File: config.mk
export PLATFORM = sky130hd
export DESIGN_NAME = counter_arb
export DESIGN_NICKNAME = d
export VERILOG_FILES = /design/src/rtl/counter_arb.sv
export SDC_FILE = /design/constraint.sdc
export NUM_CORES = 1
export LEC_CHECK = 0
export BUFFER_PORTS_ARGS = -buffer_cell sky130_fd_sc_hd__buf_2
export CAP_MARGIN = 20
export CORE_ASPECT_RATIO = 1.2
export CORE_UTILIZATION = 44
export CTS_BUF_LIST = sky130_fd_sc_hd__clkbuf_8 sky130_fd_sc_hd__clkbuf_16
export CTS_CLUSTER_DIAMETER = 60
export CTS_CLUSTER_SIZE = 14
export DETAILED_ROUTE_END_ITERATION = 10
export PLACE_DENSITY = 0.84
export SETUP_SLACK_MARGIN = 0.3
export SLEW_MARGIN = 20
export SYNTH_ARGS = -nofsm -noshare
export SYNTH_HDL_FRONTEND = slang
export SYNTH_SLANG_ARGS = --single-unit
export TNS_END_PERCENT = 30
File: constraint.sdc
create_clock -name clk -period 1.6 [get_ports clk]
set_input_delay 0.48 -clock clk [delete_from_list [all_inputs] [get_ports clk]]
set_output_delay 0.48 -clock clk [all_outputs]
set_load 0.01 [all_outputs]
File: src/rtl/counter_arb.sv
// -----------------------------------------------------------------------------
// counter_arb
//
// Round-robin arbiter that lends one shared, externally implemented,
// free-running counter to N requesters, one timed interval at a time.
// The winner's interval length is captured at grant time. The counter is then
// cleared through cnt_load/cnt_data, and the block waits until the counter
// reaches the captured length. After that it pulses done for the owner and
// moves the round-robin pointer past it.
//
// State sequence: IDLE -> LOAD -> RUN (L+1 cycles) -> DONE -> IDLE.
// If the owner drops its request during LOAD or RUN, the interval is abandoned
// silently and the block returns to IDLE.
//
// Parameters
//   WIDTH     width of the shared counter and of each interval length
//   N         number of requesters (N >= 2)
//
// Ports
//   clk       single clock, all state changes on the rising edge
//   rst       synchronous, active-high reset
//   req       [N]        req[i] high = requester i wants one interval
//   len       [N*WIDTH]  len[i*WIDTH +: WIDTH] = interval length of requester i
//   gnt       [N]        one-hot owner of the counter (LOAD/RUN/DONE), else 0
//   done      [N]        one-cycle completion pulse for the owner
//   busy                 high whenever the FSM is not in IDLE
//   cnt_load             load strobe to the shared counter (LOAD only)
//   cnt_data  [WIDTH]    load value to the shared counter (always zero)
//   cnt_count [WIDTH]    current value of the shared counter
// -----------------------------------------------------------------------------
module counter_arb #(
    parameter int WIDTH = 5,
    parameter int N     = 4
) (
    input  logic               clk,
    input  logic               rst,
    input  logic [N-1:0]       req,
    input  logic [N*WIDTH-1:0] len,
    output logic [N-1:0]       gnt,
    output logic [N-1:0]       done,
    output logic               busy,
    output logic               cnt_load,
    output logic [WIDTH-1:0]   cnt_data,
    input  logic [WIDTH-1:0]   cnt_count
);

    localparam int PTR_W = (N > 1) ? $clog2(N) : 1;

    typedef enum logic [1:0] {
        IDLE = 2'd0,
        LOAD = 2'd1,
        RUN  = 2'd2,
        DONE = 2'd3
    } state_t;

    state_t             state;
    logic [PTR_W-1:0]   ptr;      // last requester served (or abandoned)
    logic [PTR_W-1:0]   owner;    // requester holding the counter
    logic [WIDTH-1:0]   span;     // interval length captured at grant

    // Round-robin search results
    logic               found;
    logic [PTR_W-1:0]   pick;
    logic [PTR_W-1:0]   cand;
    int                 idx;

    function automatic logic [N-1:0] onehot(input logic [PTR_W-1:0] i);
        logic [N-1:0] v;
        v    = '0;
        v[i] = 1'b1;
        return v;
    endfunction

    // Search starts just after the last served requester and wraps, so the
    // most recent owner always has the lowest priority in the next round.
    always_comb begin
        // NOTE: every variable gets a default before any conditional write,
        // otherwise an unassigned path would infer a latch.
        found = 1'b0;
        pick  = '0;
        cand  = '0;
        idx   = 0;
        for (int k = 1; k <= N; k++) begin
            idx  = (int'(ptr) + k) % N;
            cand = PTR_W'(idx);
            if (!found && req[cand]) begin
                found = 1'b1;
                pick  = cand;
            end
        end
    end

    // The counter value is compared only against the captured span. Changes
    // on len after the grant therefore cannot stretch or shorten an interval.
    always_ff @(posedge clk) begin
        // NOTE: sequential state uses non-blocking assignments only, so every
        // register sees pre-edge values regardless of statement order.
        if (rst) begin
            state    <= IDLE;
            ptr      <= PTR_W'(N - 1);   // requester 0 is searched first
            owner    <= '0;
            span     <= '0;
            gnt      <= '0;
            done     <= '0;
            busy     <= 1'b0;
            cnt_load <= 1'b0;
            cnt_data <= '0;
        end else begin
            case (state)
                IDLE: begin
                    done     <= '0;
                    cnt_load <= 1'b0;
                    cnt_data <= '0;
                    if (found) begin
                        owner    <= pick;
                        span     <= len[int'(pick)*WIDTH +: WIDTH];
                        gnt      <= onehot(pick);
                        busy     <= 1'b1;
                        cnt_load <= 1'b1;        // clear counter during LOAD
                        state    <= LOAD;
                    end else begin
                        gnt   <= '0;
                        busy  <= 1'b0;
                        state <= IDLE;
                    end
                end

                LOAD: begin
                    cnt_load <= 1'b0;
                    if (!req[owner]) begin
                        // Owner withdrew: abandon and rotate past it.
                        ptr   <= owner;
                        gnt   <= '0;
                        busy  <= 1'b0;
                        state <= IDLE;
                    end else begin
                        state <= RUN;
                    end
                end

                RUN: begin
                    if (!req[owner]) begin
                        // Withdrawal takes priority over a match in the same
                        // cycle; an abandoned interval never reports done.
                        ptr   <= owner;
                        gnt   <= '0;
                        busy  <= 1'b0;
                        state <= IDLE;
                    end else if (cnt_count == span) begin
                        done  <= onehot(owner);
                        state <= DONE;
                    end else begin
                        state <= RUN;
                    end
                end

                DONE: begin
                    // Forced pass through IDLE before the next grant.
                    done  <= '0;
                    gnt   <= '0;
                    busy  <= 1'b0;
                    ptr   <= owner;
                    state <= IDLE;
                end

                default: begin
                    done     <= '0;
                    gnt      <= '0;
                    busy     <= 1'b0;
                    cnt_load <= 1'b0;
                    cnt_data <= '0;
                    state    <= IDLE;
                end
            endcase
        end
    end

endmodule

==> results, run 1 <==
- The run finished with clean final reports.
- In the final layout, flip-flops and latches occupy 428 um^2.
- The async set-or-reset flop fraction in the synthesized netlist is 0%.
- The number of clock buffers added by TritonCTS is 3.
- The wire-length estimate of the detail-placed layout is 2420 um.
- The H-tree depth is 1.
- The number of placed instances, taps included, is 230.
- In the final layout, the multi-input gates occupy 832 um^2.
- The cts-stage hold buffer count is 0.
- The cell depth of the worst flop-to-flop path is 6.
- The final setup skew is 2.73 ps.
- In the final design database the tool counted 239 nets.
- At the later pin of the worst-skew pair, clock insertion delay measures 260 ps.
- The class of the tightest hold or removal check is flop to flop.
- The synthesis-to-layout area growth is 37.3%.
- On the final layout, the worst hold slack is 458 ps.
- The clock passes through at most 2 buffers.
- The top cell family by delay on the critical path is compound AO/OA/AOI/OAI gates.
- The total number of placement rows is 20.
- The number of buffers inserted by port buffering is 40.
- In this run the remaining antenna-violating nets after routing total 0.
- Counting both buffers and inverters, the worst setup path holds a total of 1.
- The number of antenna diodes in the final layout is 0.
- The congestion estimate from routability-driven global placement came to 0.839.
- The root cell of the clock tree is sky130_fd_sc_hd__clkbuf_8.
- Of the total synthesized cell area, the portion taken by XOR and XNOR cells is 3.50%.
- The overall power consumption is 1530 uW.
- Summing the sequential cell areas from Yosys gives 33.6% of the chip area.
- The fraction of the mapped netlist area in simple logic gates is 20.4%.
- The number of enable-type register cells in the synthesized netlist is 0.
- Setup repair after global routing could not meet its margin everywhere.
- In the final routed layout, each cell accounts on average for 13.9 um.
- The total count of max-transition violations in the final report is 0.
- Leaving out fill and tap cells, the most frequent cells in the layout are 40 x sky130_fd_sc_hd__buf_2, 18 x sky130_fd_sc_hd__buf_4, 17 x sky130_fd_sc_hd__dfxtp_1, 15 x sky130_fd_sc_hd__nand2_1, 12 x sky130_fd_sc_hd__a21oi_1.
- The instance area at placement is 0.00159 mm^2.
- On the worst path, the slowest cell contributes a delay of 380 ps.
- The initial antenna violation count is 0.
- The global router's overall resource usage is 22.8%.
- The maximum vdd ir drop is 681 uV.
- The setup slack of the most critical reg-to-reg path is 20 ps.
- The share of synthesized cell area in full adder, half adder and majority cells is 3.00%.
- The number of maximum-capacitance constraint violations is 0.
- The critical path goes through mux2_4, a22oi_2, buf_4, nand2_2, a211oi_2, nor4_1.
- Synthesis produced a netlist whose cell count is 146.
- The height of the die is 60.4 um.
- TritonCTS built the clock tree.
- Before antenna repair, the detailed router went through 4 iterations.
- The full die area is 0.00306 mm^2.
- The overall routed net length is 3290 um.
- The total overflow reported by the global router is 0.
- The final critical path takes up 98.6% of the cycle.
- By area, the combinational part of the netlist is dominated by compound AO/OA/AOI/OAI gates.
- The highest clock frequency the design can meet is 634 MHz.
- The launching element type of the critical path is a flop.
- Setup violations remaining at the end of the flow were counted as 0.
- For this configuration, the core starts out at a cell density of 48.0%.
- The endpoint class of the critical path is a flop.
- Along the worst hold path, the cell count comes to 2.
- The reg-to-reg startpoint is ptr[1].
- Multiplexer cells account for 7.01% of the synthesized area.
- The detailed router's first-iteration violation count is 30.
- The most frequent standard cell in the layout excluding fill and tap cells is sky130_fd_sc_hd__buf_2.
- Using the TritonRoute via totals, the vias-per-cell ratio works out to 5.39.
- The Yosys step of the flow raised 0 warnings.
- During I/O placement, the number of pins put on the boundary was 46.
- The worst endpoint data arrival time is 1730 ps.
- Of the cells placed in the final design, the portion with a size suffix greater than 1 is 46.1%.
- The static leakage is 0.000742 uW.
- Dividing the synthesized area by the synthesized cell count gives 8.56 um^2.
- The final design instance area without fill is 0.00172 mm^2.
- Entering global routing, the biggest net connects 16 pins.
- The post-layout instance count excluding filler cells is 237.
- The hold path endpoint is busy.
- The routed layout has 1277 vias.
- The worst-path cell with the longest stage delay is sky130_fd_sc_hd__dfxtp_4.
- The fill cell total of the finished layout is 213.
- For the worst setup path, the data required time is 1750 ps.
- Clock-pin slew was measured on the worst setup and hold paths at 80 ps.
- The via count of the first global-routing pass is 1231.
- In this run the critical register-to-register path is captured at span[2].
- Synthesis instantiated 41 different standard cells from the library.
- Summing the areas of all compound-gate instances in the mapped netlist gives 25.2% of the synthesized area.
- The die width is 50.7 um.
- Counting every sink on the clock net gives 21.
- The power per unit of standard cell area is 892 mW/mm^2.
- The startpoint identified for the worst hold timing path is busy.
- For this run, the leading register cell type out of synthesis is sky130_fd_sc_hd__dfxtp_1.
- The critical setup path kind is flop to flop.
- The final hold violation count was 0.
- The minimum clock period after layout is 1580 ps.
- The register bit count reported by yosys is 21.
- The standard cell core area is 0.00260 mm^2.
- The wire length of the first global-routing pass is 5260 um.
- The total standard cell area after synthesis is 0.00125 mm^2.
- The biggest fanout along the worst timing path is 6.
- The final routed DRC violation total is 0.
[power breakdown]
part           switching (uW)  total (uW)  internal, uW
registers                36.6         616           579
logic                     289         563           274
clock network             179         353           174
[stage by stage]
step / setup slack [ps] / setup TNS [ps] / utilization [%]
floorplan: -83.0 / -166 / -
global placement: -147 / -1580 / 61.2
detailed placement: -204 / -2180 / 61.2
CTS: 48.9 / 0 / 64.0
global route: -29.0 / -76.8 / 66.0
finish: 21.9 / 0 / 66.0
[cell families after synthesis]
kind of cell | Yosys count
flops | 21
buf+inv | 16
other cells | 1
simple gates | 50
fa+ha+maj | 3
xor+xnor | 5
compound gates | 43
mux | 7
[Yosys cell counts, types with 5 or more instances]
library cell	count	area (um^2)
sky130_fd_sc_hd__dfxtp_1	21	420
sky130_fd_sc_hd__nand2_1	17	63.8
sky130_fd_sc_hd__a21oi_1	13	65.1
sky130_fd_sc_hd__a211oi_1	8	60.1
sky130_fd_sc_hd__nand3_1	7	35.0
sky130_fd_sc_hd__nor2_1	6	22.5
sky130_fd_sc_hd__a21boi_0	5	37.5
sky130_fd_sc_hd__buf_4	5	37.5
sky130_fd_sc_hd__inv_1	5	18.8
sky130_fd_sc_hd__mux2i_1	5	50.1
sky130_fd_sc_hd__xnor2_1	5	43.8
[repair_timing]
item	CTS	global route
setup buffers	1	1
setup endpoints to repair	20	21
gates resized for setup	7	11
gates cloned	0	1
pin swaps	0	10
[worst register-to-register path: stages, from the launching register on]
cell                       delay (ps)
sky130_fd_sc_hd__dfxtp_4          380
sky130_fd_sc_hd__mux2_4           300
sky130_fd_sc_hd__a22oi_2          180
sky130_fd_sc_hd__buf_4            180
sky130_fd_sc_hd__nand2_2           90
sky130_fd_sc_hd__a211oi_2         240
sky130_fd_sc_hd__nor4_1            80
[worst max path at each step]
stage / cells after the start / endpoint / startpoint / slack (ps)
finish: 6 / span[2] / ptr[1] / 20
floorplan: 6 / span[1] / req[1] / -80
detailed placement: 6 / span[1] / req[0] / -200
global route: 6 / span[3] / ptr[1] / -30
CTS: 5 / span[4] / ptr[1] / 50
global placement: 7 / span[2] / req[1] / -150
[routing by layer]
layer	track usage, %	part of all wire (%)
met4	14.7	3.6
met2	41.9	51
met1	25.2	41
met3	2.51	3.8
met5	0	0
[cell type report]
| type | count | share of cell area [%] |
|---|---|---|
| well taps | 33 | 2.41 |
| repair buffers | 59 | 20.2 |
| clock buffers | 3 | 2.41 |
| clock inverters | 1 | 0.292 |
| flip-flops and latches | 21 | 24.9 |
| inverters | 6 | 1.31 |
| multi-input cells | 114 | 48.5 |
[sequential cells by signal, indices dropped and copies added, names as in the netlist]
register	cells
cnt_load	1
ptr	2
span	5
owner	2
busy	1
state	2
done	4
gnt	4
Note: power is estimated with default switching activity, not from simulation.
==> run 2: changes to the inputs <==
==> constraint.sdc (replaced) <==
create_clock -name clk -period 1.6 [get_ports clk]
set_input_delay 0.16 -clock clk [delete_from_list [all_inputs] [get_ports clk]]
set_output_delay 0.16 -clock clk [all_outputs]
set_load 0.01 [all_outputs]
==> run 2 against run 1 <==
  * The run now ends with negative setup slack left
  * Critical path depth unchanged
  * First-iteration DRC count increased by 130%
  * Via count rose by 6.4%
  * Critical path type unchanged
  * Critical endpoint is now span[1]
  * Count of clock-buffer cells in the layout stayed put
==> results, run 2 (synthesis gave the netlist of run 1 again) <==
- The cts-stage hold buffer count is 0 (unchanged).
- The required time reported for the critical path endpoint came to 1750 ps (about the same).
- The iteration count of the initial detailed-routing pass is 4 (unchanged).
- The placed cell count is 223 (-3.0%).
- The post-route worst setup slack was -80.2 ps (-102 ps).
- The initial antenna violation count was 0 (unchanged).
- The buffering stage count on the worst path with inverters included was 1 (unchanged).
- The biggest fanout along the worst timing path is 7 (+1).
- For hold timing, the worst endpoint is span[1].
- The placed wire-length estimate is 2420 um (-0.19%).
- The static leakage is 0.000747 uW (+0.69%).
- In this run the clock root is driven by a sky130_fd_sc_hd__clkbuf_8.
- The top register by number of flip-flops is span.
- The initial standard-cell utilization of the core came to 48.0% (unchanged).
- The insertion delay to the later sink of the worst-skew pair was 260 ps (about the same).
- The flow ran to the end, but the final reports show violations.
- The worst setup path is launched from a flop.
- The critical path goes through mux2_4, a22oi_2, buf_4, and2_4, mux2i_2, a211oi_2.
- The CTS buffer count is 3 (unchanged).
- The total I/O pin count was 46 (unchanged).
- The overall routed net length was 3650 um (+11%).
- The cell depth of the worst flop-to-flop path is 6 (unchanged).
- The total count of max-transition violations in the final report was 0 (unchanged).
- The power share of the sequential group is 39.7% (-0.5 points).
- The standard cell core area is 0.00260 mm^2 (unchanged).
- The maximum vdd ir drop came to 704 uV (+3.3%).
- The fraction of the cycle the final worst path needs is 105% (+6.4 points).
- The net switching power figure is 532 uW (+5.2%).
- The layout cell share with drive strength beyond 1 is 44.8% (-1.3 points).
- The H-tree depth is 1 (unchanged).
- The via count of the first global-routing pass came to 1253 (+1.8%).
- The largest registers in the layout are span: 5 flops, done: 4 flops, gnt: 4 flops.
- The setup slack of the most critical reg-to-reg path came to -80 ps (-100 ps).
- The total overflow reported by the global router came to 0 (unchanged).
- The clock slew seen by the registers of the worst setup and hold paths was 80 ps (about the same).
- The terminus of the critical flop-to-flop path is span[1].
- The CTS tree is yes.
- The number of buffers inserted by port buffering came to 40 (unchanged).
- Tracing the worst setup path back leads to its startpoint at ptr[1].
- The final hold violation count is 0 (unchanged).
- The detailed router's first-iteration violation count came to 70 (+130%).
- Setup repair after global routing could not meet its margin everywhere.
- The global router's overall resource usage was 24.1% (+1.3 points).
- The aggregate negative setup slack is -267 ps (-267 ps).
- The biggest cell delay along the critical path is 390 ps (about the same).
- The critical setup path kind is flop to flop.
- The full die area was 0.00306 mm^2 (unchanged).
- Among all stages on the critical path, the largest delay is contributed by sky130_fd_sc_hd__dfxtp_4.
- The final count of negative-setup-slack endpoints is 6 (+6).
- The number of maximum-capacitance constraint violations was 0 (unchanged).
- The endpoint class of the critical path is a flop.
- The height of the die is 60.4 um (unchanged).
- The synthesis-to-layout area growth came to 37.4% (about the same).
- The vias per cell came to 5.81 (+7.8%).
- The routed wire length per instance is 15.6 um (+12%).
- The worst endpoint data arrival time came to 1830 ps (+100 ps).
- The antenna diode count is 0 (unchanged).
- The remaining antenna violation count was 0 (unchanged).
- The post-layout instance count excluding filler cells was 234 (-1.3%).
- The die width is 50.7 um (unchanged).
- The highest clock frequency the design can meet was 595 MHz (-6.1%).
- The startpoint identified for the worst hold timing path is len[11].
- The number of flip-flops under the largest register name is 5 (unchanged).
- The reg-to-reg startpoint is ptr[1].
- The share of power burned in the clock network is 22.9% (-0.2 points).
- The share of total power in combinational logic is 37.4% (+0.6 points).
- The total number of vias is 1359 (+6.4%).
- The minimum clock period after layout came to 1680 ps (+102 ps).
- The total number of placement rows is 20 (unchanged).
- The final reports fail on negative setup slack.
- The total number of clock tree sinks was 21 (unchanged).
- The number of buffers on the longest clock path is 2 (unchanged).
- The internal power consumption is 1030 uW (+0.45%).
- The power per unit of standard cell area is 910 mW/mm^2 (+1.9%).
- The placer's final routability congestion estimate is 0.886 (+5.6%).
- The top cell types in the final layout, fill and taps aside, are 40 x sky130_fd_sc_hd__buf_2, 19 x sky130_fd_sc_hd__dfxtp_1, 16 x sky130_fd_sc_hd__nand2_1, 14 x sky130_fd_sc_hd__buf_4, 11 x sky130_fd_sc_hd__a21oi_1.
- The most frequent standard cell in the layout excluding fill and tap cells is sky130_fd_sc_hd__buf_2.
- The switching part of the total is 34.0% (+1.0 points).
- The largest net degree at the start of global routing is 16 (unchanged).
- The cell count of the worst hold path is 3 (+1).
- The wire length of the first global-routing pass was 5590 um (+6.2%).
- The final setup skew is 3.06 ps (+0.327 ps).
- The final routed DRC violation total is 0 (unchanged).
- The class of the tightest hold or removal check is input pin to flop.
- The number of nets in the layout came to 236 (-1.3%).
- Grouping stages by cell kind, the critical path spends the most delay in multiplexers.
run 2: stage by stage:
stage	hold slack, ps	cell area (um^2)	utilization (%)	total power, uW	setup WS, ps
after floorplan	223	1310	-	962	-0.352
after global placement	440	1550	59.7	1090	47.5
after detailed placement	450	1550	59.7	1110	1.13
after CTS	200	1650	63.6	1490	7.52
after global routing	211	1720	66.0	1630	-139
final	197	1720	66.0	1560	-80.2
run 2: power groups by stage:
stage	registers [uW]	logic, uW	clock network (uW)
2_1_floorplan	633	329	0
5_1_grt	626	629	378
3_3_place_gp	628	461	0
4_1_cts	616	521	357
3_5_place_dp	632	475	0
6_report	621	584	358
run 2: routing by layer:
layer  routed length [um]  global-route usage, %  share of wire, %
met2                 1890                   43.8                52
met5                    0                      0                 0
met3                  209                   2.76               5.7
met4                  127                   11.5               3.5
met1                 1420                   28.4                39
run 2: worst reg2reg max path: cells and delay by family, from the launching register on:
| kind | cells | cell delay, ps |
|---|---|---|
| buffers and inverters | 1 | 150 |
| multiplexers | 2 | 560 |
| AND/OR/NAND/NOR | 1 | 200 |
| AO/OA/AOI/OAI | 2 | 270 |
| flip-flops | 1 | 390 |
run 2: worst max-delay path by stage:
stage,endpoint,slack [ps],depth (start not counted)
after floorplan,span[1],-0.4,6
after global placement,done[0],50,5
after detailed placement,done[0],1,5
after CTS,done[0],8,5
after global routing,gnt[2],-140,7
final,span[1],-80,6
run 2: repair_timing:
item                                    in CTS  in global routing
pin swaps                                    8                 15
gates cloned                                 1                  0
resized for setup                            2                 12
endpoints found under the setup margin      19                 21
buffers inserted                             5                  1
run 2: area by class of cell:
class / instances / area (um^2)
Clock buffer: 3 / 41.3
Clock inverter: 1 / 5.00
Fill cell: 197 / 885
Inverter: 6 / 22.5
Multi-Input combinational cell: 114 / 852
Sequential cell: 21 / 428
Tap cell: 33 / 41.3
Timing Repair Buffer: 56 / 328
